===== src/rtl/dm_pkg.sv =====
// dm_pkg: shared FSM state encoding and legal core-delay range for the data mover.
package dm_pkg;

  typedef enum logic [1:0] {
    S_IDLE  = 2'd0,
    S_RUN   = 2'd1,
    S_DRAIN = 2'd2,
    S_DONE  = 2'd3
  } dm_state_t;

  localparam int CORE_DELAY_MIN = 2;
  localparam int CORE_DELAY_MAX = 16;

endpackage


===== src/rtl/dm_core_pipe.sv =====
// dm_core_pipe: adds a constant to each read word and delays data and valid
// by CORE_DELAY cycles. Valids can be flushed with clr; data is left alone.
module dm_core_pipe
  import dm_pkg::*;
#(
  parameter int DWIDTH     = 32,
  parameter int CORE_DELAY = 5
) (
  input  logic              clk,
  input  logic              reset_n,
  input  logic              clr,
  input  logic              in_vld,
  input  logic [DWIDTH-1:0] in_data,
  input  logic [DWIDTH-1:0] add,
  output logic              out_vld,
  output logic [DWIDTH-1:0] out_data
);

  if (CORE_DELAY < CORE_DELAY_MIN || CORE_DELAY > CORE_DELAY_MAX) begin : g_bad_delay
    $error("dm_core_pipe: CORE_DELAY out of range");
  end

  // Modular add: the carry out of the top bit is dropped.
  function automatic logic [DWIDTH-1:0] add_wrap(input logic [DWIDTH-1:0] a,
                                                 input logic [DWIDTH-1:0] b);
    return a + b;
  endfunction

  logic [CORE_DELAY-1:0] vld_p;
  logic [DWIDTH-1:0]     data_p [CORE_DELAY];

  // Valid shift register; flushed whenever the mover is idle.
  always_ff @(posedge clk or negedge reset_n) begin
    if (!reset_n) begin
      vld_p <= '0;
    end else if (clr) begin
      vld_p <= '0;
    end else begin
      vld_p <= {vld_p[CORE_DELAY-2:0], in_vld};
    end
  end

  // Data shift register; stage 0 holds the sum, later stages just delay it.
  always_ff @(posedge clk or negedge reset_n) begin
    if (!reset_n) begin
      for (int i = 0; i < CORE_DELAY; i++) data_p[i] <= '0;
    end else begin
      data_p[0] <= add_wrap(in_data, add);
      for (int i = 1; i < CORE_DELAY; i++) data_p[i] <= data_p[i-1];
    end
  end

  assign out_vld  = vld_p[CORE_DELAY-1];
  assign out_data = data_p[CORE_DELAY-1];

endmodule


===== src/rtl/data_mover_bram_v2.sv =====
// data_mover_bram_v2: streams i_num_cnt words from bram0 to bram1, adding i_add
// to each. Optional feature macro DM_SUM_EN adds o_sum, the running total of
// every word written during the current/last run.
module data_mover_bram_v2
  import dm_pkg::*;
#(
  parameter int DWIDTH     = 32,
  parameter int AWIDTH     = 12,
  parameter int CNT_BIT    = 13,
  parameter int CORE_DELAY = 5
) (
  input  logic               clk,
  input  logic               reset_n,
  input  logic               i_run,
  input  logic [CNT_BIT-1:0] i_num_cnt,
  input  logic [AWIDTH-1:0]  i_src_base,
  input  logic [AWIDTH-1:0]  i_dst_base,
  input  logic [DWIDTH-1:0]  i_add,
  output logic               o_idle,
  output logic               o_read,
  output logic               o_write,
  output logic               o_done,
  output logic [AWIDTH-1:0]  addr_b0,
  output logic               ce_b0,
  output logic               we_b0,
  input  logic [DWIDTH-1:0]  q_b0,
  output logic [DWIDTH-1:0]  d_b0,
  output logic [AWIDTH-1:0]  addr_b1,
  output logic               ce_b1,
  output logic               we_b1,
  input  logic [DWIDTH-1:0]  q_b1,
  output logic [DWIDTH-1:0]  d_b1
`ifdef DM_SUM_EN
  ,
  output logic [DWIDTH+CNT_BIT-1:0] o_sum
`endif
);

  dm_state_t          state, state_nxt;
  logic [CNT_BIT-1:0] num_cnt;
  logic [AWIDTH-1:0]  src_base, dst_base;
  logic [DWIDTH-1:0]  add_val;
  logic [CNT_BIT-1:0] rd_idx, wr_idx;
  logic [CNT_BIT-1:0] last_idx;
  logic               run_accept;
  logic               done_entry;
  logic               rd_vld_p0;
  logic               core_vld;
  logic [DWIDTH-1:0]  core_data;
  logic               wr_fire;
  logic               busy;

  // bram1 is write-only from this block.
  logic unused_q_b1;
  assign unused_q_b1 = ^q_b1;

  assign last_idx   = num_cnt - CNT_BIT'(1);
  assign run_accept = (state == S_IDLE) && i_run;
  assign done_entry = (state != S_DONE) && (state_nxt == S_DONE);
  assign busy       = (state == S_RUN) || (state == S_DRAIN);
  assign wr_fire    = core_vld && busy;

  // State register.
  always_ff @(posedge clk or negedge reset_n) begin
    if (!reset_n) state <= S_IDLE;
    else          state <= state_nxt;
  end

  // Next-state and read strobe.
  always_comb begin
    state_nxt = state;
    ce_b0     = 1'b0;
    case (state)
      S_IDLE: begin
        if (i_run) state_nxt = (i_num_cnt != '0) ? S_RUN : S_DONE;
      end
      S_RUN: begin
        ce_b0 = 1'b1;
        if (rd_idx == last_idx) state_nxt = S_DRAIN;
      end
      S_DRAIN: begin
        if (wr_fire && (wr_idx == last_idx)) state_nxt = S_DONE;
      end
      S_DONE: begin
        state_nxt = S_IDLE;
      end
      default: begin
        state_nxt = S_IDLE;
      end
    endcase
  end

  // Job parameters, latched only when a run is accepted.
  always_ff @(posedge clk or negedge reset_n) begin
    if (!reset_n) begin
      num_cnt  <= '0;
      src_base <= '0;
      dst_base <= '0;
      add_val  <= '0;
    end else if (run_accept) begin
      num_cnt  <= i_num_cnt;
      src_base <= i_src_base;
      dst_base <= i_dst_base;
      add_val  <= i_add;
    end
  end

  // Read/write indices; both return to zero as the job finishes.
  always_ff @(posedge clk or negedge reset_n) begin
    if (!reset_n) begin
      rd_idx <= '0;
      wr_idx <= '0;
    end else if (done_entry) begin
      rd_idx <= '0;
      wr_idx <= '0;
    end else begin
      if (ce_b0)   rd_idx <= rd_idx + CNT_BIT'(1);
      if (wr_fire) wr_idx <= wr_idx + CNT_BIT'(1);
    end
  end

  // Read-latency stage: marks q_b0 as valid one cycle after ce_b0.
  always_ff @(posedge clk or negedge reset_n) begin
    if (!reset_n) rd_vld_p0 <= 1'b0;
    else          rd_vld_p0 <= ce_b0;
  end

  dm_core_pipe #(
    .DWIDTH     (DWIDTH),
    .CORE_DELAY (CORE_DELAY)
  ) u_core (
    .clk      (clk),
    .reset_n  (reset_n),
    .clr      (state == S_IDLE),
    .in_vld   (rd_vld_p0),
    .in_data  (q_b0),
    .add      (add_val),
    .out_vld  (core_vld),
    .out_data (core_data)
  );

  assign addr_b0 = src_base + AWIDTH'(rd_idx);
  assign we_b0   = 1'b0;
  assign d_b0    = '0;

  assign addr_b1 = dst_base + AWIDTH'(wr_idx);
  assign ce_b1   = wr_fire;
  assign we_b1   = wr_fire;
  assign d_b1    = core_data;

  assign o_idle  = (state == S_IDLE);
  assign o_read  = ce_b0;
  assign o_write = busy;
  assign o_done  = (state == S_DONE);

`ifdef DM_SUM_EN
  localparam int SUM_W = DWIDTH + CNT_BIT;

  // Running total of written words; restarts with each accepted run.
  always_ff @(posedge clk or negedge reset_n) begin
    if (!reset_n)        o_sum <= '0;
    else if (run_accept) o_sum <= '0;
    else if (wr_fire)    o_sum <= o_sum + SUM_W'(d_b1);
  end
`endif

endmodule


===== config.mk =====
export PLATFORM = sky130hd
export DESIGN_NAME = data_mover_bram_v2
export DESIGN_NICKNAME = d
export VERILOG_FILES = /design/src/rtl/dm_pkg.sv /design/src/rtl/dm_core_pipe.sv /design/src/rtl/data_mover_bram_v2.sv
export SDC_FILE = /design/constraint.sdc
export NUM_CORES = 1
export LEC_CHECK = 0
export CORE_ASPECT_RATIO = 0.8
export CORE_MARGIN = 5
export CORE_UTILIZATION = 39
export CTS_CLUSTER_DIAMETER = 50
export DETAILED_ROUTE_END_ITERATION = 8
export MAX_ROUTING_LAYER = met4
export PLACE_DENSITY = 0.63
export SYNTH_ARGS = -nofsm -noshare
export SYNTH_HDL_FRONTEND = slang
export SYNTH_SLANG_ARGS = --single-unit

===== constraint.sdc =====
create_clock -name clk -period 3.15 [get_ports clk]
set_clock_uncertainty 0.1 [all_clocks]
set_input_delay 0.63 -clock clk [delete_from_list [all_inputs] [get_ports clk]]
set_output_delay 0.63 -clock clk [all_outputs]
set_load 0.1 [all_outputs]

Yosys cells after proc, flatten, opt, wreduce, memory -nomap -nowiden:

Cells that the tools add are included.

* output and inout bits: 96
* register bits: 263
* input bits: 136
* word-level logic and storage cells: 47

* mux-type cells: 11
* eq/ne operators: 7
* add/subtract/negate cells: 6
* reduce and logical (&&, ||, !) cells: 9

Operator list (count)
* 13-bit two-way mux: 4
* 32-bit adder: 1
* 13-bit by 1-bit adder with 13-bit output, second input constant: 2
* 13-bit equality test: 2
* 12-bit adder: 2
* 13-bit nonzero test: 1
* 13-bit by 1-bit subtractor with 13-bit output, second input constant: 1
* 2-bit two-way mux: 4
* 2-bit one-hot mux with 4 select lines: 1
* 2-bit equality test, second input constant: 3
* 5-bit two-way mux: 1
* 1-bit logical AND: 4
* 2-bit nonzero test: 2
* 2-bit by 1-bit equality test with 1-bit output, second input constant: 1
* 2-bit zero test: 1
* 2-bit inequality test, second input constant: 1
* 1-bit logical OR: 1
* 1-bit two-way mux: 1

Logic depth before layout (Yosys ltp):

Gate-level depths: netlist of the first run.

* word-level depth: 9
* gate-level depth with buffers: 12
* gate-level depth less buffers: 11

Hierarchy:

From an unflattened synthesis of the first run, not the netlist that was laid out.

* cell total of the unflattened synthesis: 1020
* area total of the unflattened synthesis: 12149.2 µm²

By module, submodules not included
* dm_core_pipe: area an instance 6148.4 µm², cells an instance 442, instances 1
* data_mover_bram_v2: area an instance 6000.8 µm², cells an instance 578, instances 1

Worst setup path after synthesis of the first run:

Ideal clock, no wire load.

* path type: register -> output
* start point: register wr_idx[0]
* end point: output addr_b1[10]
* slack: -3130 ps
* cell stages (with the launch flop): 12
* arrival: 5550 ps
* buffers on the path: 0
* required time: 2420 ps
* cell sequence: dfrtp_1 -> ha_1 -> inv_1 -> fa_1 -> nor2b_1 -> o21ai_0 -> a21boi_0 -> o21ai_0 -> a21boi_0 -> o21ai_0 -> nor2b_1 -> o311ai_0

* word-level cells in the longest chain between the ends: 1

RTL lines
* from (decl): line data_mover_bram_v2.sv:43 `logic [CNT_BIT-1:0] rd_idx, wr_idx;`
* from (signal assigned): line data_mover_bram_v2.sv:118 `if (wr_fire) wr_idx <= wr_idx + CNT_BIT'(1);`
* 12-bit adder: line data_mover_bram_v2.sv:146 `assign addr_b1 = dst_base + AWIDTH'(wr_idx);`
* to (decl): line data_mover_bram_v2.sv:28 `output logic [AWIDTH-1:0] addr_b1,`

Every way passes these cells.

Worst setup path in the final report of the first run:

* start point: register src_base[0]
* end point: output addr_b0[11]

* word-level cells in the longest chain between the ends: 1

RTL lines
* from (decl): line data_mover_bram_v2.sv:41 `logic [AWIDTH-1:0] src_base, dst_base;`
* from (signal assigned): line data_mover_bram_v2.sv:102 `src_base <= i_src_base;`
* 12-bit adder: line data_mover_bram_v2.sv:142 `assign addr_b0 = src_base + AWIDTH'(rd_idx);`
* to (decl): line data_mover_bram_v2.sv:23 `output logic [AWIDTH-1:0] addr_b0,`

Every way passes these cells.

==> metrics.txt, run 1 <==
area grow syn2layout=39.0%; number of inserted filler cells in the final layout=2584; wire length of the first global-routing pass=around 46 mm; timing endpoint of the critical path=addr_b0[11]; most instantiated flip-flop cell in the synthesis netlist=dfrtp_1; Top Ports=232; status=complete, but fails checks; synthesized netlist cell count=1025; clk slew on worst S/H paths=0.06 ns; Worst EP required=2.42 ns; fraction of power spent switching nets=25.7%; sequential share of power=between 40% and 50%; ratio of final minimum period to clock period=115%; via density per instance=4.79; worst slack at placement=-0.919 ns; number of hold violations in the final report=0; depth of the CTS H-tree=2; crit path capture type=output port; proportion of synthesized flip-flops having asynchronous set or reset=100%; total number of vias=8384; post-synthesis cell type with the largest combined area=dfrtp_1; reg2reg end=wr_idx[0]; share of synthesized area occupied by flip-flops and latches=between 50% and 60%; total inserted antenna cells=0; TritonCTS Buffers=36; Psw=2.08 mW; leakage component of the power=7.93 nW; final HPWL from detailed placement=20.2 mm; final cell count without fillers=approximately 1700; clock tree from TritonCTS=built; Core Box Area=30600 sq um; startpoint type of the worst setup path=flip-flop; Starting Density=about two fifths; maximum number of buffers from clock root to sink=3; Die Area=between 30000 and 40000 sq um; setup repair after global routing missed its margin=yes; Cell Int Power=6.02 mW; quantity of I/O buffers inserted on ports=166; top cells by area in the synthesized netlist=dfrtp_1 (54%), ha_1 (6.2%), mux2_2 (5.7%); power per standard cell area=478 nW/um^2; final-report max-slew violation count=0; via count of the first global-routing pass=between 8000 and 9000; achievable frequency=277 MHz; met2 Use GR=24.4%; layout cells sized above 1=33.7%; global routing met1 resource utilization=23.2%; failing checks=negative setup slack; total instance count after detailed placement=1662; leading cell type in the layout, fill and taps excluded=dfrtp_1; Tot GR Track Use=16.4%; number of rows in the core area=57; maximum number of pins on one net before global-route repair=96; most frequent cells in the layout=dfrtp_1 (262), buf_4 (174), clkdlybuf4s50_1 (102); startpoint of the worst register-to-register path=num_cnt[4]; source-to-sink clock delay at the later pin of the worst-skew pair=0.50 ns; max-capacitance violation count=0; area share of the largest cell type after synthesis=a little over half; R2R depth=10; width of the chip=~210 um; met3 track demand over resource in global routing=3.27%; Net count, final=around 1500; Cell variety after synth=72; count of nets left with antenna violations after detail routing=0; Arr. time, crit path=2.88 ns; R2R Setup Slk=-0.12 ns; fin crit period=3.61 ns; final weighted congestion in routability-driven placement=between 0.8 and 0.9; Worst setup startpoint=src_base[0]; Avg WL per Cell=16.1 um; largest fanout on the critical path=2; total number of yosys warnings=0; GRT overflow=0; number of antenna violations at the first check in global routing=0; max-slew headroom at the worst pin=55.8%; Sink Count=263; Yosys reg bits=263; CTS Root Cell=clkbuf_16; fraction of power consumed by combinational cells=9.0%; final setup margin=-0.462 ns; Worst Tran Pin Value=0.658 ns; syn avg cell area=11.9 sq um; type of the worst setup path=flip-flop to output port; number of synthesized flops with an enable pin=0; class of the most critical hold timing path=flip-flop to flip-flop; post-synthesis instance area=12200 sq um; Die Y-Extent=168 um; first-pass iteration count of the detailed router=4; peak supply drop=0.000372 V; first-iteration detailed-routing DRC count=353; count of unresolved DRC violations after routing=0; grt peak-use layer=met2; final wirelength=28.1 mm; portion of total power attributed to the clock network=47.4%; final setup violation count=37
-- power groups by stage --
stage	sequential, mW	combinational, mW	clock (mW)
2_1_floorplan	3.58	0.494	0
3_3_place_gp	3.59	0.727	0
5_1_grt	3.54	0.775	4.14
4_1_cts	3.53	0.734	3.98
6_report	3.53	0.733	3.84
3_5_place_dp	3.59	0.728	0
-- metal layers --
layer / routed length, um / vias to the layer above
met2: 12600 / 176
met4: 532 / 0
met3: 1400 / 40
met5: 0 / -
li1: - / 4058
met1: 13600 / 4110
-- synth_stat cells, drive strengths merged (3+ instances only) --
cell,number
a31oi,5
nor4,9
or2,6
o21a,5
a21o,18
or4,3
clkbuf,11
nor2,79
inv,39
fa,3
or3,6
and3,8
dfrtp,263
o21ai,34
a21boi,7
nor3,22
a2111oi,3
xnor3,4
o2111ai,6
o31ai,3
nand2b,10
buf,78
xor2,25
o41ai,4
mux2,62
nand2,50
ha,60
and2,5
xnor2,65
nand3,21
nand4,10
a21oi,39
a211oi,9
nor2b,19
-- layout make-up --
type	instances	area (sq um)	area share (%)
flip-flops and latches	263	6580	38.8
multi-input cells	666	5630	33.2
repair buffers	308	2930	17.3
clock buffers	44	961	5.67
well taps	413	517	3.05
clock inverters	16	198	1.17
inverters	39	146	0.863
-- worst max-delay path, stage by stage (launching register included) --
cell and delay (ns):
dfrtp_1 0.43, ha_4 0.20, buf_6 0.10, a21o_1 0.17, a21oi_2 0.14, nand2b_4 0.15, a21boi_4 0.06, nor3_2 0.20
o31ai_2 0.13, o41ai_2 0.30, buf_4 0.18, xnor2_4 0.12, buf_12 0.19
-- worst min-delay path by stage --
stage | from | to | slack [ns] | depth (start not counted)
3_3_place_gp | u_core.data_p[99] | u_core.data_p[67] | 0.23 | 0
6_report | u_core.data_p[138] | u_core.data_p[106] | 0.24 | 0
5_1_grt | u_core.data_p[88] | u_core.data_p[56] | 0.25 | 0
4_1_cts | u_core.data_p[121] | u_core.data_p[89] | 0.24 | 0
3_5_place_dp | u_core.data_p[136] | u_core.data_p[104] | 0.23 | 0
2_1_floorplan | reset_n | add_val[0] | 0.23 | 0
-- what timing repair did --
item | in CTS | in global routing
hold buffers | 1 | 0
pin swaps | 40 | 62
buffers inserted | 17 | 19
hold endpoints to repair | 39 | 0
gates cloned | 2 | 1
resized for setup | 44 | 67
setup endpoints to repair | 45 | 49
-- kinds of logic after synthesis --
family / Yosys count / share of synthesized area, %
buffers and inverters: 128 / 6.46
adders and majority gates: 63 / 6.65
muxes: 64 / 5.89
other: 1 / 0.0307
xor gates and xnor gates: 95 / 7.49
DFF: 263 / 54.0
and+or+nand+nor: 255 / 10.9
AOI/OAI and AO/OA: 156 / 8.68
-- state kept, by name, indices dropped and copies added (netlist names) --
name,flops
add_val,32
src_base,12
rd_vld_p0,1
rd_idx,13
wr_idx,13
u_core.vld_p,5
num_cnt,13
u_core.data_p,128
u_core.out_data,32
dst_base,12
state,2
-- stage by stage --
| stage | hold WS [ns] | total power [mW] | cell area, sq um | TNS [ns] | utilization (%) |
|---|---|---|---|---|---|
| after floorplan | 0.231 | 4.07 | 12600 | -0.790 | - |
| after CTS | 0.242 | 8.24 | 16600 | -4.96 | 54.4 |
| after global placement | 0.232 | 4.31 | 15100 | -9.33 | 49.3 |
| final | 0.243 | 8.11 | 17000 | -4.68 | 55.4 |
| after detailed placement | 0.235 | 4.32 | 15100 | -9.73 | 49.3 |
| after global routing | 0.248 | 8.46 | 17000 | -9.76 | 55.4 |
(Power assumes the default switching activity.)
==> run 2, diff against run 1 <==
Settings changed: SKIP_LAST_GASP set to 1.
==> run 2 against run 1 <==
  * The run still ends with negative setup slack left
  * Clock-buffer cell count is the same
  * Utilization shrank 0.18 points
  * Power is essentially flat
  * Clock power is essentially flat
  * Flip-flop and latch count is the same
  * Routed wire length shrank 0.33%
  * Global-route usage is essentially flat
  * Sequential power is essentially flat
  * Die area is the same
  * Combinational power is essentially flat
==> metrics.txt, run 2 (synthesis gave the netlist of run 1 again) <==
quantity of I/O buffers inserted on ports=166 (unchanged); startpoint type of the worst setup path=flip-flop; ratio of final minimum period to clock period=115% (about the same); largest fanout on the critical path=2 (unchanged); crit path capture type=output port; worst-case hold slack=0.242 ns (-0.00154 ns); Die Y-Extent=168 um (unchanged); total inserted antenna cells=0 (unchanged); Core Box Area=30600 sq um (unchanged); Net count, final=1512 (-0.066%); status=complete, but fails checks; cells along the critical path=ha_4 > buf_6 > a21o_1 > a21oi_2 > nand2b_4 > a21boi_4 > nor3_2 > o31ai_2 > o41ai_2 > buf_4 > xnor2_4 > buf_12; achievable frequency=277 MHz (about the same); Die Area=34900 sq um (unchanged); fin crit period=3.61 ns (-0.00211 ns); R2R Setup Slk=-0.12 ns (about the same); clock tree from TritonCTS=built; final-report max-slew violation count=0 (unchanged); maximum number of buffers from clock root to sink=3 (unchanged); final wirelength=28.0 mm (-0.33%); Starting Density=39.9% (unchanged); max-slew headroom at the worst pin=63.0% (+7.2 points); CTS Root Cell=clkbuf_16; total number of vias=8393 (+0.11%); width of the chip=208 um (unchanged); startpoint of the worst register-to-register path=num_cnt[4]; Worst Tran Pin Value=0.556 ns (-0.102 ns); number of hold violations in the final report=0 (unchanged); standard cell with the maximum stage delay on the critical path=dfrtp_1; register name with the most flops=u_core.data_p; number of rows in the core area=57 (unchanged); wire length of the first global-routing pass=45.6 mm (-0.23%); leading cell type in the layout, fill and taps excluded=dfrtp_1; final setup violation count=37 (unchanged); GRT overflow=0 (unchanged); number of antenna violations at the first check in global routing=0 (unchanged); peak supply drop=0.000372 V (about the same); family with the most delay on the worst path=compound AO/OA/AOI/OAI gates; maximum number of pins on one net before global-route repair=96 (unchanged); area grow syn2layout=38.6%; delay of the slowest cell on the worst path=0.43 ns (about the same); failing checks=negative setup slack; Tot GR Track Use=16.3% (-0.032 points); count of unresolved DRC violations after routing=0 (unchanged); power per standard cell area=479 nW/um^2 (+0.29%); via count of the first global-routing pass=8712 (-0.057%); max-capacitance violation count=0 (unchanged); final setup margin=-0.460 ns (+0.00211 ns); start point of the worst min-delay path=u_core.data_p[121]; buffers plus inverters on the worst setup path=3 (unchanged); Sink Count=263 (unchanged); first-pass iteration count of the detailed router=6 (+2); Avg WL per Cell=16.0 um (-0.27%); clk slew on worst S/H paths=0.06 ns (about the same); class of the most critical hold timing path=flip-flop to flip-flop; type of the worst setup path=flip-flop to output port; TritonCTS Buffers=36 (unchanged); final HPWL from detailed placement=20.2 mm (unchanged); most frequent cells in the layout=dfrtp_1 (262), buf_4 (173), clkdlybuf4s50_1 (102); depth of the CTS H-tree=2 (unchanged); total instance count after detailed placement=1662 (unchanged); via density per instance=4.80 (+0.16%); final cell count without fillers=1748 (-0.057%); Arr. time, crit path=2.88 ns (about the same); number of flip-flops under the largest register name=128 (unchanged); source-to-sink clock delay at the later pin of the worst-skew pair=0.50 ns (about the same); leakage component of the power=7.93 nW (about the same); count of nets left with antenna violations after detail routing=0 (unchanged); layout cells sized above 1=33.2% (-0.50 points); Worst setup startpoint=src_base[0]; number of inserted filler cells in the final layout=2589 (+0.19%); first-iteration detailed-routing DRC count=349 (-1.1%); final weighted congestion in routability-driven placement=0.851 (unchanged); setup repair after global routing missed its margin=yes; Worst EP required=2.42 ns (about the same); Top Ports=232 (unchanged)
## run 2: cell types whose count changed in the layout (fill, tap and decap cells not counted), sizes merged
cell and delta:
buf -1
## run 2: path summary, 6_finish.rpt
check                                            to  depth (start not counted)
worst min register to register    u_core.data_p[89]                          0
worst min-delay path              u_core.data_p[89]                          0
min in group asynchronous       u_core.out_data[20]                          2
worst max register to register            rd_idx[3]                         11
max in group asynchronous               dst_base[6]                          3
worst max-delay path                    addr_b0[11]                         12
## run 2: cell type report
| type | count | area, sq um | share of cell area [%] |
|---|---|---|---|
| flip-flops and latches | 263 | 6580 | 38.9 |
| multi-input cells | 666 | 5600 | 33.1 |
| repair buffers | 307 | 2900 | 17.2 |
| clock buffers | 44 | 961 | 5.69 |
| well taps | 413 | 517 | 3.06 |
| clock inverters | 16 | 198 | 1.17 |
| inverters | 39 | 146 | 0.866 |
## run 2: routing by layer
layer  global-route usage (%)  vias to the layer above  wire, um
met3                     3.29                       44      1450
met5                        -                        -         0
met4                     4.03                        0       551
met1                     23.2                     4104     13500
li1                         -                     4057         -
met2                     24.4                      188     12500
## run 2: stage by stage
step                cell area (sq um)  TNS, ns  util (%)  power [mW]  setup slack, ns
CTS                             16600    -5.08      54.3        8.24           -0.595
floorplan                       12600   -0.790         -        4.07           -0.318
detailed placement              15100    -9.73      49.3        4.32           -0.919
finish                          16900    -5.17      55.2        8.10           -0.460
global placement                15100    -9.33      49.3        4.31           -0.830
global route                    16900    -9.90      55.2        8.46           -0.595
## run 2: timing repair
action / CTS / global route
hold endpoints to repair: 39 / 0
resized for setup: 40 / 58
pin swaps: 31 / 62
hold buffers: 1 / 0
setup buffers: 17 / 16
gates cloned: 2 / 1
endpoints found under the setup margin: 45 / 49
## run 2: worst reg2reg max path, stage by stage, from the launching register on
cell,delay (ns)
dfrtp_1,0.37
or4_4,0.59
buf_4,0.19
o41ai_4,0.33
nand4_1,0.16
or2_1,0.24
o41ai_2,0.32
nand2_1,0.17
a311oi_4,0.30
buf_4,0.18
buf_6,0.15
nor2_2,0.06
## run 2: where the power goes
group,internal (mW),switching (mW),total (mW)
sequential,3.50,0.0315,3.53
combinational,0.212,0.521,0.733
clock,2.31,1.53,3.84
==> run 3, diff against run 2 <==
Settings changed: ABC_AREA set to 1.
==> run 3 against run 2 <==
  * The run still ends with negative setup slack left
  * Routed wire length shrank 4.1%
  * Worst hold slack lost 0.00091 ns
  * Synthesized cell count grew 10%
  * Area after synthesis shrank 2.2%
  * Critical path depth grew 5
  * Sequential share of layout area grew 2.6 points
  * Setup slack gained 0.18 ns
  * Design area shrank 6.1%
  * Die area shrank 2.1%
  * Utilization shrank 2.8 points
  * Flip-flop and latch count is the same
  * Via count shrank 2.2%
==> metrics.txt, run 3 <==
wire length of the first global-routing pass=43.6 mm (-4.2%); maximum number of pins on one net before global-route repair=88 (-8.3%); Top Ports=232 (unchanged); count of cells along the worst hold path=0 (unchanged); leading cell type in the layout, fill and taps excluded=dfrtp_1; count of unresolved DRC violations after routing=0 (unchanged); final wirelength=26.9 mm (-4.1%); Worst Tran Pin Value=0.672 ns (+0.116 ns); ratio of final minimum period to clock period=109% (-5.9 points); area share of the largest cell type after synthesis=55.2% (+1.2 points); largest fanout on the critical path=2 (unchanged); type of the worst setup path=flip-flop to output port; Die Y-Extent=166 um (-1.0%); post-synthesis cell type with the largest combined area=dfrtp_1; R2R depth=18 (+7); most frequent cells in the layout=dfrtp_1 (256), nand2_1 (162), buf_4 (110); syn avg cell area=10.6 sq um (-11%); max-capacitance violation count=0 (unchanged); grt peak-use layer=met1; source-to-sink clock delay at the later pin of the worst-skew pair=0.54 ns (+0.04 ns); share of synthesized area occupied by flip-flops and latches=55.2% (+1.2 points); crit path capture type=output port; class of the most critical hold timing path=flip-flop to flip-flop; global routing met1 resource utilization=24.6% (+1.4 points); Sink Count=263 (unchanged); startpoint type of the worst setup path=flip-flop; post-synthesis instance area=11900 sq um (-2.2%); via count of the first global-routing pass=8252 (-5.3%); first-pass iteration count of the detailed router=5 (-1); total number of vias=8205 (-2.2%); most frequent cell after synthesis=dfrtp_1; met2 Use GR=22.5% (-1.9 points); Arr. time, crit path=2.70 ns (-0.18 ns); count of nets left with antenna violations after detail routing=0 (unchanged); most frequent cells after synthesis=dfrtp_1 (263), nand2_1 (168), inv_1 (102); Worst EP required=2.42 ns (about the same); startpoint of the worst register-to-register path=num_cnt[0]; clock tree from TritonCTS=built; Core Box Area=30200 sq um (-1.2%); most instantiated flip-flop cell in the synthesis netlist=dfrtp_1; achievable frequency=292 MHz (+5.4%); number of synthesized flops with an enable pin=0 (unchanged); number of hold violations in the final report=0 (unchanged); number of rows in the core area=57 (unchanged); top cells by area in the synthesized netlist=dfrtp_1 (55%), ha_1 (6.3%), nand2_1 (5.3%); number of inserted filler cells in the final layout=2694 (+4.1%); proportion of synthesized flip-flops having asynchronous set or reset=100% (unchanged); Die Area=34200 sq um (-2.1%); final setup margin=-0.276 ns (+0.185 ns); TritonCTS Buffers=30 (-17%); area grow syn2layout=33.0%; total number of yosys warnings=0 (unchanged); met3 track demand over resource in global routing=2.47% (-0.82 points); register name with the most flops=u_core.data_p; fin crit period=3.43 ns (-0.185 ns); Min-Delay Endpoint=u_core.data_p[56]; Avg WL per Cell=15.0 um (-6.4%); setup repair after global routing missed its margin=yes; quantity of I/O buffers inserted on ports=166 (unchanged); number of flip-flops under the largest register name=128 (unchanged); Most common cell on crit path=nand2_1; final-report max-slew violation count=0 (unchanged); first-iteration detailed-routing DRC count=457 (+31%); clk slew on worst S/H paths=0.06 ns (about the same); final weighted congestion in routability-driven placement=0.909 (+6.9%); max-slew headroom at the worst pin=55.2% (-7.7 points); standard cell with the maximum stage delay on the critical path=dfrtp_1; reg2reg end=wr_idx[10]; total inserted antenna cells=0 (unchanged); width of the chip=206 um (-1.0%); final HPWL from detailed placement=20.6 mm (+2.2%); Starting Density=39.5% (-0.41 points); depth of the CTS H-tree=1 (-1); Tot GR Track Use=16.1% (-0.23 points); start point of the worst min-delay path=u_core.data_p[88]; delay of the slowest cell on the worst path=0.36 ns (-0.07 ns); R2R Setup Slk=0.26 ns (+0.38 ns); number of antenna violations at the first check in global routing=0 (unchanged); GRT overflow=0 (unchanged); failing checks=negative setup slack; worst-case hold slack=0.241 ns (-0.000914 ns); final setup violation count=6 (-84%); maximum number of buffers from clock root to sink=3 (unchanged); via density per instance=4.58 (-4.6%); Cell variety after synth=43 (-40%); status=complete, but fails checks; Net count, final=1554 (+2.8%); CTS Root Cell=clkbuf_16; Yosys reg bits=263 (unchanged); cells along the critical path=ha_2 > inv_2 > fa_2 > o21ai_2 > nand2_1 > nand2_1 > nand2_1 > nand2_2 > nand2_2 > nand2_2 > a21oi_2 > o21bai_1 > a21oi_2 > inv_1 > nand2_1 > nand2_4 > buf_12; synthesized netlist cell count=1129 (+10%); layout cells sized above 1=24.2% (-9.0 points)
run 3: cell count changes in the layout (fill, tap and decap cells not counted), sizes merged, moves of 19 or more:
cell   change
a21oi     +29
buf       -66
inv       +59
nand2    +120
nand3     +35
nor2      +27
nor2b     -19
xnor2     -42
xor2      +27
run 3: cell families after synthesis:
kind of cell             Yosys count  synth area share [%]
flip-flops                       263                  55.2
AO/OA/AOI/OAI                    127                  5.91
adder cells (fa/ha/maj)           63                  6.80
other                              1                0.0314
buffers and inverters            182                  7.97
multiplexers                      54                  5.10
AND/OR/NAND/NOR                  362                  13.1
XOR/XNOR                          77                  5.89
run 3: final cells by class:
type,instances,area (sq um),share of cell area (%)
inverters,103,390,2.46
repair buffers,241,2390,15.1
well taps,413,517,3.26
clock inverters,17,176,1.11
flip-flops and latches,263,6590,41.5
multi-input cells,716,4950,31.2
clock buffers,39,846,5.33
run 3: stage by stage:
step / setup WS [ns] / TNS, ns / util [%] / cells / area, sq um
after global routing: -0.521 / -2.21 / 52.5 / 1792 / 15900
after detailed placement: -0.345 / -1.84 / 47.9 / 1722 / 14500
after floorplan: -0.312 / -1.31 / - / 1161 / 12200
after CTS: -0.349 / -1.37 / 52.2 / 1787 / 15800
after global placement: -0.284 / -1.29 / 47.9 / 1722 / 14500
final: -0.276 / -0.955 / 52.5 / 1792 / 15900
run 3: what timing repair did:
| item | CTS | global route |
|---|---|---|
| setup buffers | 16 | 6 |
| pin swaps | 9 | 14 |
| gates resized for setup | 43 | 17 |
| setup endpoints to repair | 12 | 12 |
| hold endpoints to repair | 3 | 0 |
| hold buffers | 1 | 0 |
run 3: worst max-delay path by stage:
stage	slack [ns]	cells after the start	start	endpoint
2_1_floorplan	-0.31	5	wr_idx[0]	addr_b1[4]
3_3_place_gp	-0.28	16	q_b0[0]	u_core.data_p[152]
3_5_place_dp	-0.34	15	q_b0[0]	u_core.data_p[152]
4_1_cts	-0.35	17	rd_idx[0]	addr_b0[10]
5_1_grt	-0.52	17	src_base[0]	addr_b0[10]
6_report	-0.28	17	rd_idx[0]	addr_b0[10]
run 3: worst max-delay path: cells and delay by family (launching register included):
family                     cells  cell delay (ns)
adders and majority gates      2             0.54
and+or+nand+nor                8             0.53
AOI/OAI and AO/OA              4             0.44
DFF                            1             0.36
buffers and inverters          3             0.27
run 3: metal layers:
layer  share of wire (%)  vias to the layer above
met4                 2.3                        0
met1                  50                     3929
li1                    -                     4036
met5                   0                        -
met2                  42                      199
met3                 5.4                       41
Power of run 3 is not shown: default switching activity piles up to over one toggle a cycle in this logic, so the estimate is an artifact.
==> edit, RTL diff (flow settings as in run 2) <==
Add a define of `DM_SUM_EN`.
--- a/src/rtl/data_mover_bram_v2.sv
+++ b/src/rtl/data_mover_bram_v2.sv
@@ -2,4 +2,6 @@
 // to each. Optional feature macro DM_SUM_EN adds o_sum, the running total of
 // every word written during the current/last run.
+`define DM_SUM_EN
+
 module data_mover_bram_v2
   import dm_pkg::*;
Check against the original RTL (old outputs only; new: o_sum): equivalent (equiv_simple and equiv_induct, registers matched by name and starting in step).
==> edit against run 2 <==
  * Sequential cell count is 45 higher
  * Wire length is 55% higher
  * Synthesized area is 31% higher
  * Critical path depth stayed put
  * Synthesized cell count is 59% higher
  * Global-route usage is 3.0 points higher
  * First-iteration DRC count is 110% higher
  * Worst setup slack worse by 0.058 ns
  * Highest routed layer unchanged
  * Total power is 98% higher
  * The flow still finishes with violations (setup timing)
  * Design area is 29% higher
  * Sequential share of layout area is 3.6 points lower
  * Fmax is 1.6% lower
  * Count of clock-buffer cells in the layout is 7 higher
==> edit: results (changes against run 2) <==
Place
  • Final GP Congestion: 0.890 (+4.6%)
  • Pre-CTS setup slack: -0.684 ns (+0.235 ns)
  • # port buffers: 211 (+27%)
  • Hpwl dp: 31.5 mm (+56%)

Min path
  • Worst Hold End: u_core.out_data[21]$_DFF_PN0_

Run status
  • Failing checks: setup timing
  • Status: complete, but fails checks

Drt
  • Metal-1 WL: 21.2 mm (+57%)
  • Total Routed Length: 43.4 mm (+55%)
  • Via-to-Cell Ratio: 4.94 (+2.9%)
  • Router iterations before antenna repair: 4 (-2)
  • Met2 WL: 19.2 mm (+54%)

Synthesis
  • Register area share after synthesis: 48.3% (-5.6 points)
  • Mux contribution to synthesized area: 0.565% (-5.3 points)
  • Synth Area in XOR/XNOR: 6.36% (-1.1 points)
  • Synth Area in Adders: 7.72% (+1.1 points)
  • Synth top area cells: dfrtp_1 (48%), nand2_1 (7.3%), ha_1 (7.2%)
  • Post-synthesis compound-gate area fraction: 13.4% (+4.7 points)

STA
  • Worst-Margin Slew: 0.992 ns (+0.436 ns)
  • Setup-failing EPs final: 39 (+5.4%)
  • Final worst slack: -0.518 ns (-0.0584 ns)

Setup path
  • Reg-to-reg setup timing slack: -0.32 ns (-0.20 ns)
  • R2r startpoint: num_cnt[1]$_DFFE_PN0P_
  • Reg-to-reg critical path endpoint: rd_idx[10]$_DFFE_PN0P_
  • Largest stage delay, worst path: 0.39 ns (-0.04 ns)

Layout
  • Fin nets: 2204 (+46%)
  • Share of layout cells above drive strength 1: 25.1% (-8.0 points)
  • Fill cells: 3601 (+39%)

Global routing
  • Antenna violations before repair: 1 (+1)
  • Largest net degree at the start of global routing: 81 (-16%)
  • Routing usage on met1: 27.8% (+4.6 points)
  • Met3 usage: 3.72% (+0.42 points)
  • First-pass GRT wire length: 68.4 mm (+50%)
  • Vias in the first global route: 12523 (+44%)
  • Total GRT Usage: 19.3% (+3.0 points)
  • Met2 usage: 28.5% (+4.2 points)

Pwr
  • VDD IR max: 393 uV (+5.6%)

Clocking
  • Postcts setup bufs: 37 (+20)
  • Clock Latency Late Sink: 0.55 ns (+0.05 ns)
  • CTS buffer count: 41 (+14%)
==> edit: stage by stage <==
| step | util [%] | hold slack, ns | setup TNS (ns) | cells | area [sq um] |
|---|---|---|---|---|---|
| global route | 53.9 | 0.243 | -15.94 | 2549 | 21900 |
| detailed placement | 47.9 | 0.235 | -11.00 | 2428 | 19400 |
| global placement | 47.9 | 0.231 | -8.36 | 2428 | 19400 |
| CTS | 53.0 | 0.235 | -8.89 | 2543 | 21500 |
| finish | 53.9 | 0.233 | -12.01 | 2549 | 21900 |
| floorplan | - | 0.231 | -8.14 | 1666 | 16300 |
==> edit: power breakdown <==
part / total, W / switching [W] / internal (W)
logic: 0.00643 / 0.00442 / 0.00201
clock network: 0.00489 / 0.00191 / 0.00297
registers: 0.00474 / 0.000344 / 0.00440
total: 0.0161 / 0.00668 / 0.00938
==> edit: how the worst max path moves through the flow <==
stage,from,to,slack [ns],cells past startpoint
2_1_floorplan,rd_idx[0]$_DFFE_PN0P_,addr_b0[10],-0.72,11
6_report,rd_idx[0]$_DFFE_PN0P_,addr_b0[10],-0.52,12
5_1_grt,rd_idx[0]$_DFFE_PN0P_,addr_b0[10],-0.67,12
3_3_place_gp,q_b0[0],u_core.data_p[158]$_DFF_PN0_,-0.63,13
3_5_place_dp,q_b0[0],u_core.data_p[158]$_DFF_PN0_,-0.68,13
4_1_cts,rd_idx[0]$_DFFE_PN0P_,addr_b0[10],-0.57,12
==> edit: cell type report <==
cell class	instances	area share [%]
timing repair buffer	387	16.3
antenna	1	0.0114
inverter	52	0.893
sequential	308	35.4
tap	544	3.11
multi-input combinational	1182	37.5
clock buffer	51	5.18
clock inverter	24	1.57
